File: src/rtl/lvds_deser_bitslip_if.sv
// Parallel-side bundle of the LVDS receiver: serial lane pins, word output,
// bitslip request and the delay-tap control/readback bus.
`timescale 1ns/1ps
interface lvds_deser_bitslip_if #(
    parameter int N_LANES  = 1,
    parameter int DW       = 8,
    parameter int TAP_BITS = 5
);
    logic [N_LANES-1:0]    lvds_data_p;
    logic [N_LANES-1:0]    lvds_data_n;
    logic [N_LANES*DW-1:0] data_outs;
    logic                  bitslip;
    logic                  sample_clk;
    logic [31:0]           pd_int_period;
    logic                  id_auto_control;
    logic                  id_mux;
    logic                  id_inc;
    logic                  id_dec;
    logic [TAP_BITS-1:0]   id_value;

    // No valid/ready pair: data_outs is a new word on every sample_clk rise and
    // holds for a full sample_clk period; bitslip is a level sampled on dco_p
    // whose rising edge is the request, with no acknowledge.
    modport master (
        output lvds_data_p, lvds_data_n, bitslip, pd_int_period,
               id_auto_control, id_mux, id_inc, id_dec,
        input  data_outs, sample_clk, id_value
    );

    modport slave (
        input  lvds_data_p, lvds_data_n, bitslip, pd_int_period,
               id_auto_control, id_mux, id_inc, id_dec,
        output data_outs, sample_clk, id_value
    );
endinterface

File: src/rtl/lvds_deser_bitslip.sv
// LVDS receive front end: MSB-first deserialiser with one-bit bitslip, divided
// word clock, bang-bang phase detector and per-lane input-delay tap control.
`timescale 1ns/1ps
module lvds_deser_bitslip #(
    parameter int N_LANES  = 1,
    parameter int DW       = 8,
    parameter int TAP_BITS = 5,
    parameter int TAP_INIT = 16
) (
    input  logic                  dco_p,
    input  logic                  dco_n,
    input  logic                  pll_reset_n,
    lvds_deser_bitslip_if.slave   bus
);
    localparam int CNT_W = (DW > 2) ? $clog2(DW) : 1;
    localparam logic [CNT_W-1:0]    CNT_LAST = CNT_W'(DW - 1);
    localparam logic [CNT_W-1:0]    CNT_HALF = CNT_W'(DW / 2);
    localparam logic [TAP_BITS-1:0] TAP_MAX  = {TAP_BITS{1'b1}};
    localparam logic [TAP_BITS-1:0] TAP_RST  = TAP_BITS'(TAP_INIT);
    localparam logic signed [15:0]  ACC_MAX  = 16'sh7fff;
    localparam logic signed [15:0]  ACC_MIN  = -16'sh8000;

    logic unused_pins;
    assign unused_pins = dco_n;

    // Differential legs that agree carry no valid level and read as 0.
    logic [N_LANES-1:0] lane_bit;
    assign lane_bit = bus.lvds_data_p & ~bus.lvds_data_n;

    // ---------------- state ----------------
    logic [CNT_W-1:0]    cnt_q, cnt_d;
    logic                hold_q, hold_d;
    logic                sample_clk_q, sample_clk_d;
    logic [DW-1:0]       sr_q   [N_LANES];
    logic [DW-1:0]       sr_d   [N_LANES];
    logic [DW-1:0]       data_q [N_LANES];
    logic [DW-1:0]       data_d [N_LANES];
    logic                bs_q, bs_d;
    logic                bs_prev_q, bs_prev_d;
    logic                pending_q, pending_d;

    logic [N_LANES-1:0]  mid_q, mid_d;
    logic [N_LANES-1:0]  d_q, d_d;
    logic signed [15:0]  acc_q   [N_LANES];
    logic signed [15:0]  acc_d   [N_LANES];
    logic signed [15:0]  acc_upd [N_LANES];
    logic [31:0]         pcnt_q, pcnt_d;
    logic [TAP_BITS-1:0] tap_q [N_LANES];
    logic [TAP_BITS-1:0] tap_d [N_LANES];

    logic inc_s1_q, inc_s1_d, inc_s2_q, inc_s2_d, inc_prev_q, inc_prev_d;
    logic dec_s1_q, dec_s1_d, dec_s2_q, dec_s2_d, dec_prev_q, dec_prev_d;

    logic        cnt_last;
    logic        bs_edge;
    logic        inc_edge;
    logic        dec_edge;
    logic [31:0] pd_limit;
    logic        period_end;

    // ---------------- deserialiser and bitslip ----------------
    always_comb begin
        cnt_last  = (cnt_q == CNT_LAST);
        bs_d      = bus.bitslip;
        bs_prev_d = bs_q;
        bs_edge   = bs_q & ~bs_prev_q;
        hold_d    = 1'b0;
        pending_d = pending_q;
        cnt_d     = cnt_q + CNT_W'(1);

        // The slipped frame wraps normally, then idles at 0 for one bit so it
        // spans DW+1 bits and drops the oldest bit of the next word.
        if (cnt_last) begin
            cnt_d  = '0;
            hold_d = pending_q;
        end else if (hold_q) begin
            cnt_d  = cnt_q;
        end

        // Edges that land while a slip is still pending are discarded.
        if (pending_q) begin
            pending_d = ~cnt_last;
        end else begin
            pending_d = bs_edge;
        end

        sample_clk_d = (cnt_d < CNT_HALF);

        for (int k = 0; k < N_LANES; k++) begin
            sr_d[k]   = {sr_q[k][DW-2:0], lane_bit[k]};
            data_d[k] = data_q[k];
            if (cnt_last) begin
                data_d[k] = sr_d[k];
            end
        end
    end

    // ---------------- phase detector and tap control ----------------
    always_comb begin
        mid_d      = lane_bit;
        d_d        = lane_bit;
        inc_s1_d   = bus.id_inc;
        inc_s2_d   = inc_s1_q;
        inc_prev_d = inc_s2_q;
        dec_s1_d   = bus.id_dec;
        dec_s2_d   = dec_s1_q;
        dec_prev_d = dec_s2_q;
        inc_edge   = inc_s2_q & ~inc_prev_q;
        dec_edge   = dec_s2_q & ~dec_prev_q;

        pd_limit   = (bus.pd_int_period == 32'd0) ? 32'd1 : bus.pd_int_period;
        // >= rather than == so a period shortened on the fly still terminates.
        period_end = (pcnt_q >= pd_limit - 32'd1);
        pcnt_d     = period_end ? 32'd0 : pcnt_q + 32'd1;

        for (int k = 0; k < N_LANES; k++) begin
            acc_upd[k] = acc_q[k];
            // Mid-bit sample still equal to the old bit means the edge came
            // late relative to our sampling point: vote +1, else -1.
            if (lane_bit[k] != d_q[k]) begin
                if (mid_q[k] == d_q[k]) begin
                    if (acc_q[k] != ACC_MAX) begin
                        acc_upd[k] = acc_q[k] + 16'sd1;
                    end
                end else if (acc_q[k] != ACC_MIN) begin
                    acc_upd[k] = acc_q[k] - 16'sd1;
                end
            end
            acc_d[k] = period_end ? 16'sd0 : acc_upd[k];

            tap_d[k] = tap_q[k];
            if (bus.id_auto_control) begin
                if (period_end) begin
                    if (acc_upd[k] > 16'sd0 && tap_q[k] != TAP_MAX) begin
                        tap_d[k] = tap_q[k] + TAP_BITS'(1);
                    end else if (acc_upd[k] < 16'sd0 && tap_q[k] != '0) begin
                        tap_d[k] = tap_q[k] - TAP_BITS'(1);
                    end
                end
            end else if (k == int'(bus.id_mux)) begin
                if (inc_edge && !dec_edge && tap_q[k] != TAP_MAX) begin
                    tap_d[k] = tap_q[k] + TAP_BITS'(1);
                end else if (dec_edge && !inc_edge && tap_q[k] != '0) begin
                    tap_d[k] = tap_q[k] - TAP_BITS'(1);
                end
            end
        end
    end

    // ---------------- registers ----------------
    always_ff @(posedge dco_p or negedge pll_reset_n) begin
        if (!pll_reset_n) begin
            cnt_q        <= '0;
            hold_q       <= 1'b0;
            sample_clk_q <= 1'b0;
            bs_q         <= 1'b0;
            bs_prev_q    <= 1'b0;
            pending_q    <= 1'b0;
            d_q          <= '0;
            pcnt_q       <= '0;
            inc_s1_q     <= 1'b0;
            inc_s2_q     <= 1'b0;
            inc_prev_q   <= 1'b0;
            dec_s1_q     <= 1'b0;
            dec_s2_q     <= 1'b0;
            dec_prev_q   <= 1'b0;
            for (int k = 0; k < N_LANES; k++) begin
                sr_q[k]   <= '0;
                data_q[k] <= '0;
                acc_q[k]  <= '0;
                tap_q[k]  <= TAP_RST;
            end
        end else begin
            cnt_q        <= cnt_d;
            hold_q       <= hold_d;
            sample_clk_q <= sample_clk_d;
            bs_q         <= bs_d;
            bs_prev_q    <= bs_prev_d;
            pending_q    <= pending_d;
            d_q          <= d_d;
            pcnt_q       <= pcnt_d;
            inc_s1_q     <= inc_s1_d;
            inc_s2_q     <= inc_s2_d;
            inc_prev_q   <= inc_prev_d;
            dec_s1_q     <= dec_s1_d;
            dec_s2_q     <= dec_s2_d;
            dec_prev_q   <= dec_prev_d;
            for (int k = 0; k < N_LANES; k++) begin
                sr_q[k]   <= sr_d[k];
                data_q[k] <= data_d[k];
                acc_q[k]  <= acc_d[k];
                tap_q[k]  <= tap_d[k];
            end
        end
    end

    // Mid-bit phase sample, half a bit period ahead of the data sample.
    always_ff @(negedge dco_p or negedge pll_reset_n) begin
        if (!pll_reset_n) begin
            mid_q <= '0;
        end else begin
            mid_q <= mid_d;
        end
    end

    // ---------------- outputs ----------------
    for (genvar g = 0; g < N_LANES; g++) begin : g_lane_out
        assign bus.data_outs[g*DW +: DW] = data_q[g];
    end

    assign bus.sample_clk = sample_clk_q;

    always_comb begin
        bus.id_value = '0;
        for (int k = 0; k < N_LANES; k++) begin
            if (k == int'(bus.id_mux)) begin
                bus.id_value = tap_q[k];
            end
        end
    end
endmodule

File: src/flat_wrapper.sv
// flat-port wrapper written by rule: the top's interface ports become plain ports
module lvds_deser_bitslip_flat 
#(
    parameter int N_LANES  = 1,
    parameter int DW       = 8,
    parameter int TAP_BITS = 5,
    parameter int TAP_INIT = 16
)
  (dco_p, dco_n, pll_reset_n, bus_lvds_data_p, bus_lvds_data_n, bus_bitslip, bus_pd_int_period, bus_id_auto_control, bus_id_mux, bus_id_inc, bus_id_dec, bus_data_outs, bus_sample_clk, bus_id_value);
  lvds_deser_bitslip_if #(.N_LANES(N_LANES), .DW(DW), .TAP_BITS(TAP_BITS)) bus_i ();
  input  logic dco_p;
  input  logic dco_n;
  input  logic pll_reset_n;
  input wire logic [$bits(bus_i.lvds_data_p)-1:0] bus_lvds_data_p;
  input wire logic [$bits(bus_i.lvds_data_n)-1:0] bus_lvds_data_n;
  input wire logic [$bits(bus_i.bitslip)-1:0] bus_bitslip;
  input wire logic [$bits(bus_i.pd_int_period)-1:0] bus_pd_int_period;
  input wire logic [$bits(bus_i.id_auto_control)-1:0] bus_id_auto_control;
  input wire logic [$bits(bus_i.id_mux)-1:0] bus_id_mux;
  input wire logic [$bits(bus_i.id_inc)-1:0] bus_id_inc;
  input wire logic [$bits(bus_i.id_dec)-1:0] bus_id_dec;
  output wire logic [$bits(bus_i.data_outs)-1:0] bus_data_outs;
  output wire logic [$bits(bus_i.sample_clk)-1:0] bus_sample_clk;
  output wire logic [$bits(bus_i.id_value)-1:0] bus_id_value;
  assign bus_i.lvds_data_p = bus_lvds_data_p;
  assign bus_i.lvds_data_n = bus_lvds_data_n;
  assign bus_i.bitslip = bus_bitslip;
  assign bus_i.pd_int_period = bus_pd_int_period;
  assign bus_i.id_auto_control = bus_id_auto_control;
  assign bus_i.id_mux = bus_id_mux;
  assign bus_i.id_inc = bus_id_inc;
  assign bus_i.id_dec = bus_id_dec;
  assign bus_data_outs = bus_i.data_outs;
  assign bus_sample_clk = bus_i.sample_clk;
  assign bus_id_value = bus_i.id_value;
  lvds_deser_bitslip #(.N_LANES(N_LANES), .DW(DW), .TAP_BITS(TAP_BITS), .TAP_INIT(TAP_INIT)) u_core (.dco_p(dco_p), .dco_n(dco_n), .pll_reset_n(pll_reset_n), .bus(bus_i));
endmodule
File: config.mk
export PLATFORM = sky130hd
export DESIGN_NAME = lvds_deser_bitslip_flat
export DESIGN_NICKNAME = d
export VERILOG_FILES = /design/src/rtl/lvds_deser_bitslip_if.sv /design/src/rtl/lvds_deser_bitslip.sv /design/src/flat_wrapper.sv
export SDC_FILE = /design/constraint.sdc
export NUM_CORES = 1
export LEC_CHECK = 0
export CORE_ASPECT_RATIO = 1.75
export CORE_MARGIN = 8
export CORE_UTILIZATION = 35
export CTS_BUF_LIST = sky130_fd_sc_hd__clkbuf_4
export CTS_CLUSTER_DIAMETER = 30
export CTS_CLUSTER_SIZE = 25
export DETAILED_ROUTE_END_ITERATION = 7
export GPL_TIMING_DRIVEN = 0
export HOLD_SLACK_MARGIN = 0.02
export PLACE_DENSITY = 0.55
export SYNTH_ARGS = -nofsm -noshare
export SYNTH_HDL_FRONTEND = slang
export SYNTH_SLANG_ARGS = --single-unit
File: constraint.sdc
create_clock -name dco_p -period 3.4 [get_ports dco_p]
set_input_delay 0.85 -clock dco_p [delete_from_list [all_inputs] [get_ports dco_p]]
set_output_delay 0.85 -clock dco_p [all_outputs]
set_load 0.005 [all_outputs]
==> results.md <==
- The run finished, with violations left.
- The checks that failed: negative setup slack.
- The leakage power of the design is slightly above 3 nW.
- The clock tree skew after final layout is roughly 0.052 ns.
- Of all flip-flops after synthesis, the portion carrying an async set or reset was 100%.
- The net count after synthesis is about 680.
- The power after layout is 4.06 mW.
- The biggest area contributor in the post-synthesis netlist is sky130_fd_sc_hd__dfrtp_1.
- Data arrives at the worst endpoint at between 5 and 6 ns.
- Clock tree synthesis inserted a total of 9 buffers.
- The capture point of the critical path is u_core.tap_q[2]$_DFFE_PN0P_.
- The hold violation total from the final report is 0.
- The layout net count is 780.
- In this run, the clock network consumes around 15% of the power.
- The CTS tree is built.
- The floorplan has just over 60 rows.
- Yosys printed 0 warnings.
- The floorplan step defined a die boundary enclosing 20400 sq um.
- Ranked by total cell area, the synthesized netlist is headed by sky130_fd_sc_hd__dfrtp_1, sky130_fd_sc_hd__ha_1, sky130_fd_sc_hd__xnor2_1, sky130_fd_sc_hd__nor2_1, sky130_fd_sc_hd__xor2_1.
- The distinct cell type count after synthesis is 72.
- The internal power summed over all cells is 2.38 mW.
- Setup slack on the worst reg-to-reg path comes out at -1.19 ns.
- After synthesis the netlist holds a flip-flop and latch count of 83.
- The initial core utilization is a little over a third.
- Clock-pin slew was measured on the worst setup and hold paths at between 0.15 and 0.2 ns.
- The initial antenna violation count is 1.
- The width of the chip is 111 um.
- The sequential group share of total power is a little under two fifths.
- The tool flagged a number of max-cap violations equal to 0.
- After synthesis, flip-flops and latches occupy a little under two fifths of the total area.
- In this run the number of H-tree levels came out at 3.
- The capturing element type of the critical path is a flip-flop.
- Measured on the finished design, the core utilization comes to a little under half.
- Global routing used around 15% of the available tracks across all layers.
- The routed design could run at a clock period as short as between 4 and 5 ns.
- For this design the total switching power over the nets is ~1.7 mW.
- The actual transition at the worst max-transition pin is 0.952 ns.
- Setup repair after global routing could not meet its margin everywhere.
- A synthesized cell averages 9.41 sq um.
- Tracing the worst setup path back leads to its startpoint at bus_pd_int_period[0].
- The total via count after detailed routing is between 4000 and 5000.
- VDD sags by at most approximately 340 uV.
- The final antenna-violating net count is 0.
- The number of remaining DRC errors is 0.
- The number of setup violations in the final report is 53.
- In the final routed layout, each cell accounts on average for 16.8 um.
- The first routing iteration left between 150 and 200 violations.
- The post-synthesis cell count is between 500 and 600.
- The tightest slew margin relative to the limit is a little over a third.
- The post-detailed-route via-to-cell ratio is 5.42.
- During placement, the flow inserted port buffers numbering 54.
- The share of post-route cells with drive strength above 1 is roughly 27%.
- The largest net degree at the start of global routing is 45.
- The wire-length estimate of the detail-placed layout is between 10000 and 15000 um.
- The startpoint of the most critical register-to-register path is u_core.mid_q$_DFF_NN0_.
- The reg-to-reg endpoint is u_core.tap_q[2]$_DFFE_PN0P_.
- The number of global-route vias before repair is 5206.
- The required arrival time at the worst endpoint is around 3.8 ns.
- The pre-antenna-repair detailed-routing pass consisted of 4 iterations.
- After synthesis the cells add up to between 5000 and 6000 sq um.
- The post-layout worst setup margin is -1.24 ns.
- Across all hold checks on the routed design, the worst slack comes to around 0.34 ns.
- After routing, the total negative slack on setup checks comes to -62.13 ns.
- The placeable core region is between 15000 and 20000 sq um.
- In this run, synthesis inferred 0 flip-flops with an integrated enable.
- The period utilization is 137%.
- The count of pins over their slew limit is 0.
- The power density over the cells is 553 nW/um^2.
- The top-level port count is between 50 and 60.
- In this run switching power makes up between 40% and 50% of total power.
- The total congestion overflow is 0.
- The longest clock path from root to sink contains 2 buffers.
- The type of the worst setup path is in -> reg.
- The prevailing post-synth register cell is sky130_fd_sc_hd__dfrtp_1.
- The routability congestion estimate from global placement is ~0.9.
- The tightest min-delay check is of the in -> async type.
- Of the post-synthesis cell area, the dominant cell type holds a little over a third.
- From bottom edge to top edge, the die measures 183 um.
- STA classifies the critical path startpoint as an input port.
- The first global-routing pass estimated between 20000 and 30000 um of wire.
- From synthesis to final layout, the design area changed by 31.9%.
- The sum of routed wire length over all layers is about 15000 um.
- The number of sinks handled by clock tree synthesis is between 80 and 90.
- The largest fanout on the critical path is 6.
- The achievable frequency is 215 MHz.
- The combinational share of power is between 40% and 50%.
- In this run the clock root is driven by a sky130_fd_sc_hd__clkbuf_4.
- The standard cell area after detailed placement is about 6500 sq um.
- The post-route standard cell area excluding fillers is around 7300 sq um.
- The worst reg-to-reg path cell count is 11.
- The source-to-sink clock delay at the later pin of the worst-skew pair is 0.46 ns.
worst max-delay path, stage by stage:
cell and delay (ns):
sky130_fd_sc_hd__buf_6 0.10, sky130_fd_sc_hd__or4_4 0.53, sky130_fd_sc_hd__or4_4 0.44, sky130_fd_sc_hd__nor2_4 0.17, sky130_fd_sc_hd__nor2_4 0.06, sky130_fd_sc_hd__ha_4 0.15
sky130_fd_sc_hd__nor3b_4 0.14, sky130_fd_sc_hd__nand2_1 0.07, sky130_fd_sc_hd__or2_4 0.14, sky130_fd_sc_hd__nor2_4 0.05, sky130_fd_sc_hd__buf_6 0.11, sky130_fd_sc_hd__xnor2_2 0.13
sky130_fd_sc_hd__ha_1 0.31, sky130_fd_sc_hd__buf_6 0.12, sky130_fd_sc_hd__buf_6 0.09, sky130_fd_sc_hd__a2111oi_4 0.06, sky130_fd_sc_hd__nor3_2 0.21, sky130_fd_sc_hd__a221oi_2 0.10
sky130_fd_sc_hd__o31a_1 0.29, sky130_fd_sc_hd__o21a_4 0.24, sky130_fd_sc_hd__a221oi_4 0.36, sky130_fd_sc_hd__o21ai_1 0.14, sky130_fd_sc_hd__xnor2_1 0.14
cells in the final DEF (no fill, tap or decap), types with 16 or more instances in the layout:
| cell | count |
|---|---|
| sky130_fd_sc_hd__nor3_1 | 16 |
| sky130_fd_sc_hd__nand2_1 | 24 |
| sky130_fd_sc_hd__dfrtp_1 | 81 |
| sky130_fd_sc_hd__xor2_1 | 33 |
| sky130_fd_sc_hd__nand3_1 | 23 |
| sky130_fd_sc_hd__nand4_1 | 17 |
| sky130_fd_sc_hd__nor2_1 | 55 |
| sky130_fd_sc_hd__clkdlybuf4s50_1 | 21 |
| sky130_fd_sc_hd__nor2_2 | 17 |
| sky130_fd_sc_hd__ha_1 | 40 |
| sky130_fd_sc_hd__buf_4 | 30 |
| sky130_fd_sc_hd__xnor2_1 | 34 |
cell type report:
cell class,instances,area (sq um)
fillers,1505,8380
multi-input cells,482,3900
flip-flops and latches,83,2080
repair buffers,92,830
well taps,189,236
plain buffers,12,101
clock inverters,7,76.3
clock buffers,9,67.6
inverters,15,56.3
diodes,1,2.50
synth_stat cells, drive strengths merged, types with 11 or more instances:
cell type,count
nor2,82
dfrtp,81
ha,43
xnor2,37
xor2,34
nand2,27
nand3,24
nor3,22
o21ai,21
nand4,17
a21oi,15
inv,15
nor4,14
and3,13
and2,11
metal layers:
layer	vias up	GRT usage, %	wire (um)
met5	-	0	0
met1	2345	14.9	5670
met2	92	29.4	8460
met3	26	2.68	438
li1	2359	-	-
met4	0	6.17	423
through the flow:
step	setup WS, ns	std cells
3_3_place_gp	-3.12	835
6_report	-1.24	890
3_5_place_dp	-2.77	836
4_1_cts	-1.23	880
2_1_floorplan	-1.40	592
5_1_grt	-1.44	890
state kept, by name, indices dropped and copies added (netlist names), 3 cells and up:
name / flops
u_core.cnt_q: 3
u_core.tap_q: 5
u_core.sr_q: 7
u_core.acc_q: 16
u_core.bus.data_outs: 8
u_core.pcnt_q: 32
cell families (layout without fill, tap and decap cells):
| logic type | Yosys count | after routing | synth area share [%] |
|---|---|---|---|
| adders and majority gates | 43 | 43 | 9.66 |
| AOI/OAI and AO/OA | 85 | 85 | 11.0 |
| buffers and inverters | 27 | 135 | 2.02 |
| muxes | 15 | 15 | 2.88 |
| other | 0 | 1 | 0 |
| xor gates and xnor gates | 71 | 71 | 11.2 |
| DFF | 83 | 83 | 37.3 |
| and+or+nand+nor | 268 | 268 | 26.0 |
repair_timing:
item	4_1_cts	5_1_grt
pin swaps	65	16
endpoints found under the setup margin	53	53
hold buffers	0	0
setup buffers	24	9
gates cloned	4	0
resized for setup	163	46
power groups by stage:
stage | Clock, mW | Sequential, mW | Combinational [mW]
floorplan | 0 | 1.49 | 1.12
global placement | 0 | 1.56 | 1.58
detailed placement | 0 | 1.57 | 1.61
CTS | 0.631 | 1.56 | 1.88
global route | 0.664 | 1.61 | 2.12
finish | 0.600 | 1.56 | 1.90
worst min path at each step:
| stage | start | end | slack (ns) |
|---|---|---|---|
| global placement | u_core.inc_s1_q$_DFF_PN0_ | u_core.inc_prev_d$_DFF_PN0_ | 0.33 |
| floorplan | u_core.dec_s1_q$_DFF_PN0_ | u_core.dec_prev_d$_DFF_PN0_ | 0.33 |
| finish | pll_reset_n | u_core.tap_q[0]$_DFFE_PN0P_ | 0.34 |
| global route | pll_reset_n | u_core.tap_q[2]$_DFFE_PN0P_ | 0.36 |
| CTS | pll_reset_n | u_core.tap_q[2]$_DFFE_PN0P_ | 0.33 |
| detailed placement | u_core.inc_s1_q$_DFF_PN0_ | u_core.inc_prev_d$_DFF_PN0_ | 0.34 |
Note: power is estimated with default switching activity, not from simulation.
